===== src/rtl/pc_blk_if.sv =====
// Decoder/ALU-to-PC bus: next-PC selection inputs and the current instruction address.
interface pc_blk_if #(
   parameter int ADDR_W  = 16,
   parameter int JADDR_W = 8
);
   logic               enable;
   logic [1:0]         jump_mode;
   logic               cond_skip_enable;
   logic [ADDR_W-1:0]  skip_amount;
   logic [JADDR_W-1:0] jump_addr;
   logic [ADDR_W-1:0]  cur_instr_addr;

   // Decoder side: drives selection and operands, reads the PC.
   modport master (
      output enable, jump_mode, cond_skip_enable, skip_amount, jump_addr,
      input  cur_instr_addr
   );

   // PC block side.
   modport slave (
      input  enable, jump_mode, cond_skip_enable, skip_amount, jump_addr,
      output cur_instr_addr
   );
endinterface


===== src/rtl/pc_blk.sv =====
// Program counter for the tinyarch core: step, skip, conditional skip or absolute jump.
module pc_blk #(
   parameter int ADDR_W  = 16,
   parameter int JADDR_W = 8
) (
   input  logic  clk,
   input  logic  reset,
   pc_blk_if.slave bus
);
   localparam logic [1:0] MODE_STEP  = 2'd0;
   localparam logic [1:0] MODE_SKIP  = 2'd1;
   localparam logic [1:0] MODE_CSKIP = 2'd2;
   localparam logic [1:0] MODE_JUMP  = 2'd3;

   logic [ADDR_W-1:0] pc_q;
   logic [ADDR_W-1:0] pc_d;
   logic [ADDR_W-1:0] pc_inc;
   logic [ADDR_W-1:0] pc_skip;

   // Candidate addresses; sums wrap silently modulo 2^ADDR_W.
   assign pc_inc  = pc_q + ADDR_W'(1);
   assign pc_skip = pc_q + bus.skip_amount;

   // Next-PC select; holds when not enabled.
   always_comb begin
      pc_d = pc_q;
      if (bus.enable) begin
         case (bus.jump_mode)
            MODE_STEP:  pc_d = pc_inc;
            MODE_SKIP:  pc_d = pc_skip;
            MODE_CSKIP: pc_d = bus.cond_skip_enable ? pc_skip : pc_inc;
            MODE_JUMP:  pc_d = {{(ADDR_W-JADDR_W){1'b0}}, bus.jump_addr};
            default:    pc_d = pc_q;
         endcase
      end
   end

   // PC register; reset wins over enable.
   always_ff @(posedge clk) begin
      if (reset) pc_q <= '0;
      else       pc_q <= pc_d;
   end

   assign bus.cur_instr_addr = pc_q;
endmodule


===== src/flat_wrapper.sv =====
// flat-port wrapper written by rule: the top's interface ports become plain ports
module pc_blk_flat 
#(
   parameter int ADDR_W  = 16,
   parameter int JADDR_W = 8
)
  (clk, reset, bus_enable, bus_jump_mode, bus_cond_skip_enable, bus_skip_amount, bus_jump_addr, bus_cur_instr_addr);
  pc_blk_if #(.ADDR_W(ADDR_W), .JADDR_W(JADDR_W)) bus_i ();
  input  logic clk;
  input  logic reset;
  input wire logic [$bits(bus_i.enable)-1:0] bus_enable;
  input wire logic [$bits(bus_i.jump_mode)-1:0] bus_jump_mode;
  input wire logic [$bits(bus_i.cond_skip_enable)-1:0] bus_cond_skip_enable;
  input wire logic [$bits(bus_i.skip_amount)-1:0] bus_skip_amount;
  input wire logic [$bits(bus_i.jump_addr)-1:0] bus_jump_addr;
  output wire logic [$bits(bus_i.cur_instr_addr)-1:0] bus_cur_instr_addr;
  assign bus_i.enable = bus_enable;
  assign bus_i.jump_mode = bus_jump_mode;
  assign bus_i.cond_skip_enable = bus_cond_skip_enable;
  assign bus_i.skip_amount = bus_skip_amount;
  assign bus_i.jump_addr = bus_jump_addr;
  assign bus_cur_instr_addr = bus_i.cur_instr_addr;
  pc_blk #(.ADDR_W(ADDR_W), .JADDR_W(JADDR_W)) u_core (.clk(clk), .reset(reset), .bus(bus_i));
endmodule

===== config.mk =====
export PLATFORM = sky130hd
export DESIGN_NAME = pc_blk_flat
export DESIGN_NICKNAME = d
export VERILOG_FILES = /design/src/rtl/pc_blk_if.sv /design/src/rtl/pc_blk.sv /design/src/flat_wrapper.sv
export SDC_FILE = /design/constraint.sdc
export NUM_CORES = 1
export LEC_CHECK = 0
export BUFFER_PORTS_ARGS = -buffer_cell sky130_fd_sc_hd__buf_2
export CORE_ASPECT_RATIO = 0.8
export CORE_MARGIN = 2
export CORE_UTILIZATION = 49
export CTS_CLUSTER_DIAMETER = 60
export CTS_CLUSTER_SIZE = 20
export DETAILED_ROUTE_END_ITERATION = 10
export GPL_TIMING_DRIVEN = 0
export HOLD_SLACK_MARGIN = 0.1
export PLACE_DENSITY = 0.83
export SYNTH_ARGS = -nofsm -noshare
export SYNTH_HDL_FRONTEND = slang
export SYNTH_SLANG_ARGS = --single-unit

===== constraint.sdc =====
create_clock -name clk -period 2.2 [get_ports clk]
set_input_delay 0.22 -clock clk [delete_from_list [all_inputs] [get_ports clk]]
set_output_delay 0.22 -clock clk [all_outputs]
set_load 0.01 [all_outputs]

==> metrics <==
DP Worst Slack=-0.297 ns; LEAKAGE=0.993 nW; full die area=0.00420 mm2; ratio of cells with drive above 1 in the final layout=0.257; predominant post-synthesis flop cell=dfxtp_1; Synth cell types=54; DR iter-0 viols=214; Async S/R FF share, synth=0; worst path arrival time=2.32 ns; die height=58.4 um; startpoint class of the critical path=flop; # clock sinks=16; Setup TNS Final=0 ns; Design Power=1.05 mW; GPL Wtd Cong=0.895; clk slew on worst S/H paths=0.07 ns; cts bufs inserted=3; TritonCTS clock tree=done; starting density of the core=0.518; Post-synth EDFFs=0; Setup CP Type=reg -> reg; Max-Cap Viols=0; fmax=455 MHz; Via density=6.34; Power Density=466 mW/mm2; commonest non-fill, non-tap cells in the layout=buf_2 (45), nand2_1 (24), nor2_1 (23); Syn Nets=288; Clock Path Buffers=2; DR vias=2117; fill count=334; Largest register FFs=16; largest net degree at the start of global routing=11; min cycle time layout=2.20 ns; standard-cell rows=19; crit end category=flop; I/O pin count=46; chip width=72.0 um; outcome=finished, final reports clean; area grow syn2layout=23.9%; core area=0.00349 mm2; Final Worst Setup Slack=0.00000178 ns; GR Overflow Total=0; global-route wire length before repair=8390 um; CP Data Required Time=2.32 ns; Rel. slew slack=0.591; diode count=0; Clock Tree Root=clkbuf_8; crit share post-route=1.00; nets=341; WL/cell=15.9 um; Port-buffer cells=44; initial antenna violation count=0; RSZ-0062 raised after global routing=yes; commonest non-fill, non-tap cell in the layout=buf_2; Syn Inst Count=241; DRC errors left=0; syn_area_per_cell=7.52 um2; max-slew violation count=0; ANT nets after route=0; drt first pass iters=6; Worst VDD drop=0.000293 V; synth warn=0; total wire length=5320 um; Final Hold Viols=0; worst skew pair latency=0.26 ns; vias in the first global route=1753; crit-path max FO=4; GR Util All Layers=0.254; clock skew=0.00247 ns; FF+latch count, synth=16; Netlist Area Pre-Place=0.00181 mm2; Least-Margin Pin Slew=0.614 ns; hpwl dp=3900 um; Post-CTS Hold Buffers=0; sequential fraction of the synthesis area=0.177; Finish-stage setup viols=0; H-tree level count=1; Hold Path Class=in -> reg
[kinds of logic (layout without fill, tap and decap cells)]
kind of cell,count (synthesis),after routing,share of synthesized area
xor gates and xnor gates,15,15,0.0725
muxes,1,1,0.00553
AOI/OAI and AO/OA,76,76,0.301
adders and majority gates,17,17,0.122
DFF,16,16,0.177
and+or+nand+nor,98,98,0.285
buffers and inverters,18,69,0.0380
[Yosys cell counts (5+ instances only)]
| cell | n | area [um2] |
|---|---|---|
| nand2_1 | 24 | 90.1 |
| nand3_1 | 11 | 55.1 |
| inv_1 | 8 | 30.0 |
| ha_1 | 16 | 200 |
| dfxtp_1 | 16 | 320 |
| o211ai_1 | 5 | 37.5 |
| a221oi_1 | 6 | 52.6 |
| xor2_1 | 9 | 78.8 |
| clkbuf_1 | 9 | 33.8 |
| a21oi_1 | 19 | 95.1 |
| o21ai_0 | 9 | 45.0 |
| xnor2_1 | 6 | 52.6 |
| nand4_1 | 7 | 43.8 |
| nor2_1 | 23 | 86.3 |
| nor3_1 | 12 | 60.1 |
[final cells by class]
cell class                      instances  area, um2  share of cell area
Buffer                                 10       38.8              0.0173
Clock buffer                            3       41.3              0.0184
Inverter                                8       30.0              0.0134
Multi-Input combinational cell        207       1500               0.669
Sequential cell                        16        327               0.145
Tap cell                               42       52.6              0.0234
Timing Repair Buffer                   48        254               0.113
[through the flow]
step	hold WS (ns)	std cells	area, um2	utilization
global route	0.322	334	2240	0.642
global placement	0.548	327	2080	0.596
detailed placement	0.555	327	2080	0.596
floorplan	0.448	241	1810	-
CTS	0.302	331	2150	0.615
finish	0.309	334	2240	0.642
[path summary, 6_finish.rpt]
check / start / endpoint / slack, ns / cells after the start
max: u_core.bus.cur_instr_addr[0]$_SDFFE_PP0P_ / u_core.bus.cur_instr_addr[14]$_SDFFE_PP0P_ / 0.000002 / 9
min: reset / u_core.bus.cur_instr_addr[12]$_SDFFE_PP0P_ / 0.31 / 3
max reg2reg: u_core.bus.cur_instr_addr[0]$_SDFFE_PP0P_ / u_core.bus.cur_instr_addr[14]$_SDFFE_PP0P_ / 0.000002 / 9
min reg2reg: u_core.bus.cur_instr_addr[1]$_SDFFE_PP0P_ / u_core.bus.cur_instr_addr[1]$_SDFFE_PP0P_ / 0.56 / 2
[metal layers]
layer | GRT usage | vias to the layer above | share of wire
li1 | - | 1023 | -
met5 | 0 | - | 0
met1 | 0.380 | 983 | 0.47
met3 | 0.0479 | 6 | 0.090
met2 | 0.378 | 105 | 0.43
met4 | 0.0539 | 0 | 0.0086
[report_power, final]
| part | switching, mW | total [mW] | internal (mW) |
|---|---|---|---|
| logic | 0.253 | 0.450 | 0.197 |
| clock network | 0.112 | 0.233 | 0.122 |
| registers | 0.0480 | 0.363 | 0.315 |
[worst max-delay path, stage by stage (launching register included)]
cell and delay, ns:
dfxtp_4 0.36, ha_4 0.17, fa_2 0.39, a211oi_2 0.25, o21a_2 0.24, buf_6 0.11
a211oi_2 0.06, or3_1 0.34, nand3_2 0.09, a211oi_2 0.06
[what timing repair did]
item	CTS	global route
pin swaps	1	5
gates resized for setup	6	14
buffers inserted	1	3
endpoints found under the hold margin	0	0
endpoints found under the setup margin	8	7
No activity file was read; power rests on OpenSTA's default activity.
